[src/rtl/comm_responder.sv]
// comm_responder: queues bytes from uart_rx and answers each one through uart_tx,
// either with a fixed character or with an echo of the queued byte.
//
// Ports:
//   CLK_50      single clock, rising edge
//   RST         synchronous active-high reset
//   rx_dv       one-cycle strobe, rx_byte valid
//   rx_byte     received byte
//   tx_active   uart_tx is shifting a frame
//   tx_done     one-cycle strobe from uart_tx at end of stop bit
//   tx_dv       one-cycle send strobe to uart_tx
//   tx_byte     byte to send, held until the next tx_dv
//   gp_out      last byte accepted into the queue
//   fifo_count  current queue occupancy
//   overflow    sticky, set when a byte is dropped
//
// Build option: define COMM_CRLF_EN to follow every response byte with CR, LF.
module comm_responder #(
    parameter int unsigned       DATA_W     = 8,
    parameter int unsigned       FIFO_DEPTH = 4,
    parameter int unsigned       ECHO       = 0,
    parameter logic [DATA_W-1:0] RESP_CHAR  = 8'h46
) (
    input  logic                         CLK_50,
    input  logic                         RST,
    input  logic                         rx_dv,
    input  logic [DATA_W-1:0]            rx_byte,
    input  logic                         tx_active,
    input  logic                         tx_done,
    output logic                         tx_dv,
    output logic [DATA_W-1:0]            tx_byte,
    output logic [DATA_W-1:0]            gp_out,
    output logic [$clog2(FIFO_DEPTH):0]  fifo_count,
    output logic                         overflow
);

    localparam int unsigned PTR_W = $clog2(FIFO_DEPTH);
    localparam int unsigned CNT_W = PTR_W + 1;

    typedef enum logic [3:0] {
        S_IDLE       = 4'd0,
        S_WAIT_READY = 4'd1,
        S_START      = 4'd2,
        S_WAIT_DONE  = 4'd3,
        S_DONE       = 4'd4
`ifdef COMM_CRLF_EN
        ,
        S_CR_READY   = 4'd5,
        S_CR_START   = 4'd6,
        S_CR_WAIT    = 4'd7,
        S_LF_READY   = 4'd8,
        S_LF_START   = 4'd9,
        S_LF_WAIT    = 4'd10
`endif
    } state_e;

    state_e              state_q, state_d;
    logic                tx_dv_q, tx_dv_d;
    logic [DATA_W-1:0]   tx_byte_q, tx_byte_d;
    logic [DATA_W-1:0]   gp_q, gp_d;
    logic [PTR_W-1:0]    wr_ptr_q, wr_ptr_d;
    logic [PTR_W-1:0]    rd_ptr_q, rd_ptr_d;
    logic [CNT_W-1:0]    count_q, count_d;
    logic                ovf_q, ovf_d;
    logic [DATA_W-1:0]   mem_q [FIFO_DEPTH];

    logic                full_c;
    logic                empty_c;
    logic                pop_c;
    logic                push_ok_c;

    // Queue bookkeeping; a pop in the same cycle frees the slot for a push when full.
    always_comb begin
        full_c    = (count_q == CNT_W'(FIFO_DEPTH));
        empty_c   = (count_q == '0);
        pop_c     = (state_q == S_START);
        push_ok_c = rx_dv && (!full_c || pop_c);

        wr_ptr_d  = wr_ptr_q;
        rd_ptr_d  = rd_ptr_q;
        count_d   = count_q;
        gp_d      = gp_q;
        ovf_d     = ovf_q;

        if (push_ok_c) begin
            wr_ptr_d = wr_ptr_q + PTR_W'(1);
            gp_d     = rx_byte;
        end
        if (rx_dv && !push_ok_c) begin
            ovf_d = 1'b1;
        end
        if (pop_c) begin
            rd_ptr_d = rd_ptr_q + PTR_W'(1);
        end
        if (push_ok_c && !pop_c) begin
            count_d = count_q + CNT_W'(1);
        end else if (!push_ok_c && pop_c) begin
            count_d = count_q - CNT_W'(1);
        end
    end

    // Response sequencer.
    always_comb begin
        state_d   = state_q;
        tx_dv_d   = 1'b0;
        tx_byte_d = tx_byte_q;

        case (state_q)
            S_IDLE: begin
                if (!empty_c) state_d = S_WAIT_READY;
            end
            S_WAIT_READY: begin
                if (!tx_active) state_d = S_START;
            end
            S_START: begin
                tx_dv_d   = 1'b1;
                tx_byte_d = (ECHO != 0) ? mem_q[rd_ptr_q] : RESP_CHAR;
                state_d   = S_WAIT_DONE;
            end
            S_WAIT_DONE: begin
                if (tx_done) state_d = S_DONE;
            end
            S_DONE: begin
`ifdef COMM_CRLF_EN
                state_d = S_CR_READY;
`else
                state_d = S_IDLE;
`endif
            end
`ifdef COMM_CRLF_EN
            S_CR_READY: begin
                if (!tx_active) state_d = S_CR_START;
            end
            S_CR_START: begin
                tx_dv_d   = 1'b1;
                tx_byte_d = DATA_W'(8'h0D);
                state_d   = S_CR_WAIT;
            end
            S_CR_WAIT: begin
                if (tx_done) state_d = S_LF_READY;
            end
            S_LF_READY: begin
                if (!tx_active) state_d = S_LF_START;
            end
            S_LF_START: begin
                tx_dv_d   = 1'b1;
                tx_byte_d = DATA_W'(8'h0A);
                state_d   = S_LF_WAIT;
            end
            S_LF_WAIT: begin
                if (tx_done) state_d = S_IDLE;
            end
`endif
            default: begin
                state_d = S_IDLE;
            end
        endcase
    end

    // State and output registers.
    always_ff @(posedge CLK_50) begin
        if (RST) begin
            state_q   <= S_IDLE;
            tx_dv_q   <= 1'b0;
            tx_byte_q <= '0;
            gp_q      <= '0;
            wr_ptr_q  <= '0;
            rd_ptr_q  <= '0;
            count_q   <= '0;
            ovf_q     <= 1'b0;
        end else begin
            state_q   <= state_d;
            tx_dv_q   <= tx_dv_d;
            tx_byte_q <= tx_byte_d;
            gp_q      <= gp_d;
            wr_ptr_q  <= wr_ptr_d;
            rd_ptr_q  <= rd_ptr_d;
            count_q   <= count_d;
            ovf_q     <= ovf_d;
        end
    end

    // Queue storage; contents are don't-care once the pointers are reset.
    always_ff @(posedge CLK_50) begin
        if (!RST && push_ok_c) begin
            mem_q[wr_ptr_q] <= rx_byte;
        end
    end

    assign tx_dv      = tx_dv_q;
    assign tx_byte    = tx_byte_q;
    assign gp_out     = gp_q;
    assign fifo_count = count_q;
    assign overflow   = ovf_q;

endmodule

[config.mk]
export PLATFORM = sky130hd
export DESIGN_NAME = comm_responder
export DESIGN_NICKNAME = d
export VERILOG_FILES = /design/src/rtl/comm_responder.sv
export SDC_FILE = /design/constraint.sdc
export NUM_CORES = 1
export LEC_CHECK = 0
export CAP_MARGIN = 10
export CORE_MARGIN = 4
export CORE_UTILIZATION = 37
export DETAILED_ROUTE_END_ITERATION = 6
export PLACE_DENSITY = 0.78
export SYNTH_ARGS = -nofsm -noshare
export SYNTH_HDL_FRONTEND = slang
export SYNTH_SLANG_ARGS = --single-unit
export TNS_END_PERCENT = 5
[constraint.sdc]
create_clock -name CLK_50 -period 2.3 [get_ports CLK_50]
set_input_delay 0.46 -clock CLK_50 [delete_from_list [all_inputs] [get_ports CLK_50]]
set_output_delay 0.46 -clock CLK_50 [all_outputs]
set_load 0.01 [all_outputs]
==> flow_summary.yaml <==
timing:
  tns_ps: 0
  max_clock_freq_mhz: 459
  rsz0062_at_grt: "no"
  min_period_over_period_pct: 94.7
  layout_setup_ws_ps: 122
  worst_pin_slew_ps: 652
  whs_ps: 472
  hold_viol_final: 0
  slew_headroom_pct: 56.4
  clock_skew_ps: 5.31
  final_max_slew_viol_count: 0
  period_minus_slack_ps: 2180
  setup_violations: 0
critical_path:
  cp-start-kind: "flop"
  endpoint_kind: "flop"
  crit_buf_inv: 1
  path_max_fanout: 6
  critPathMaxStageDelay_ps: 420
  slowest_stage: "or3b_4"
  worstPathRequired_ps: 2500
  path_cells: "or3b_4 > a31oi_4 > ha_4 > inv_1 > fa_2 > xor2_1 > or3_1 > a21oi_1"
  critPathTopFamily: "simple AND/OR/NAND/NOR gates"
  cp.arrival_ps: 2380
  critPathKind: "flop to flop"
route:
  drt_first_pass_iters: 4
  drt-total-wl_mm: 1.65
  met3_length_um: 146
  dr_wl_met2_um: 815
  ant_nets: 0
  top_layer_used: "met4"
  drc: 0
  vias: 640
  wl_per_cell_um: 11.8
  wl_met1_um: 659
  vias_per_cell: 4.57
  first_iter_violations: 6
floorplan:
  chipWidth_um: 54.9
  ioPinCount: 34
  die_area_mm2: 0.00302
  start_util_pct: 40.3
  core_area_mm2: 0.00202
  die_h_um: 54.9
  num_rows: 16
cts:
  cts_tree: "built"
  path_clk_slew_ps: 90
  cts_max_level: 1
  cts_made_buffers: 3
  clock-sinks: 17
  clockBufferDepth: 2
  clockRootBuffer: "clkbuf_4"
  hold_buffers: 0
  insertion_delay_ps: 280
cells_and_area:
  final_core_util_pct: 56.6
  antennaDiodeCount: 0
  drive_gt1_share_pct: 11.5
  area_growth_pct: 40.6
  fin_nets: 129
  fill_cells: 186
outcome:
  status: "completed"
power_and_ir_drop:
  peakVddDrop_mv: 0.496
  p_leak_uw: 0.000456
  power_density_mw_per_mm2: 908
  finalPower_uw: 1040
placed_design:
  portBuffers: 28
  routabilityCongestion: 0.684
  place_ws_ps: -117
  dp_hpwl_mm: 1.24
synthesis:
  synthCells: 83
  synthTopCellsByArea: "dfxtp_1 (42%), mux2i_1 (12%), nand2b_1 (12%), buf_4 (6.5%), nor2_1 (3.7%)"
  synth_area_per_cell_um2: 9.81
  ys_warn_count: 0
  synth_top_area_cell: "dfxtp_1"
  ys_seq_area_share_pct: 41.8
  synth-seq-cells: 17
  syn_area_um2: 815
  synth_cell_type_count: 23
  yosys.area.top_type_share_pct: 41.8
global_route:
  grt_pass1_vias: 600
  antenna_found_initial: 0
  grt_remaining_overflow: 0
  grt_max_degree: 25
  grt_pass1_wl_mm: 2.59
  grtUsageTotal_pct: 12.3
worst_hold_path:
  hp-class: "flop to flop"
flow_run:
  drv_cap: 0
-- final cells by class --
type	count	area (um2)	area share, %
multi-input combinational	56	414	36.2
timing repair buffer	32	310	27.1
sequential	17	345	30.2
clock buffer	4	26.3	2.30
tap	27	33.8	2.95
inverter	4	15.0	1.31
-- timing repair --
| action | 4_1_cts | 5_1_grt |
|---|---|---|
| gates resized for setup | 0 | 2 |
| buffers inserted | 0 | 2 |
| endpoints found under the setup margin | 0 | 1 |
-- where the power goes --
part / internal (uW) / switching, uW
Sequential: 363 / 74.6
Combinational: 264 / 188
Clock: 67.2 / 81.5
Total: 695 / 344
-- per-layer routing --
metal  GRT usage [%]  up-vias
li1                -      320
met1            13.1      292
met2            21.3       26
met3            4.56        2
met4            6.07        0
met5               0        -
-- cell families after synthesis --
logic type | after synthesis | share of synthesized area, %
DFF | 17 | 41.8
xor gates and xnor gates | 2 | 2.15
and+or+nand+nor | 30 | 20.7
adders and majority gates | 2 | 3.99
other | 1 | 0.460
buffers and inverters | 14 | 11.1
muxes | 10 | 12.3
AOI/OAI and AO/OA | 7 | 7.53
-- registers in the layout (all words and copies together), names as in the netlist --
register and flops:
fifo_count 3, gp_out 8, overflow 1, state_q 3, tx_dv 1, tx_byte 1
-- Yosys cell counts --
library cell / instances
nor2_1: 8
xor2_1: 2
ha_1: 1
or3b_4: 1
buf_8: 1
a2111oi_0: 1
a22oi_1: 1
o21ai_0: 1
dfxtp_1: 17
conb_1: 1
a21oi_1: 2
nor3_1: 1
buf_4: 7
a31oi_4: 1
nor4b_1: 1
nand2_1: 2
clkbuf_1: 2
mux2i_1: 10
inv_1: 4
fa_1: 1
nand2b_1: 16
a41oi_1: 1
or3_1: 1
-- layout by cell type, fill, tap and decap left out, types with 3 or more instances in the layout --
| cell type | count |
|---|---|
| nand2b_1 | 16 |
| nor2_1 | 8 |
| clkdlybuf4s50_1 | 28 |
| clkbuf_4 | 3 |
| mux2i_1 | 10 |
| conb_1 | 5 |
| inv_1 | 4 |
| buf_4 | 4 |
| dfxtp_1 | 15 |
-- final timing paths --
kind                            depth (start not counted)  slack, ps            end       start
worst max register to register                          8        120  fifo_count[2]  state_q[1]
worst min register to register                          1        470          tx_dv  state_q[0]
worst min-delay path                                    1        470          tx_dv  state_q[0]
worst max-delay path                                    8        120  fifo_count[2]  state_q[1]
-- metrics by stage --
step                instance area [um2]  cells
floorplan                           846     87
global placement                   1100    134
detailed placement                 1100    134
CTS                                1130    138
global route                       1140    140
finish                             1140    140
Note: power is estimated with default switching activity, not from simulation.
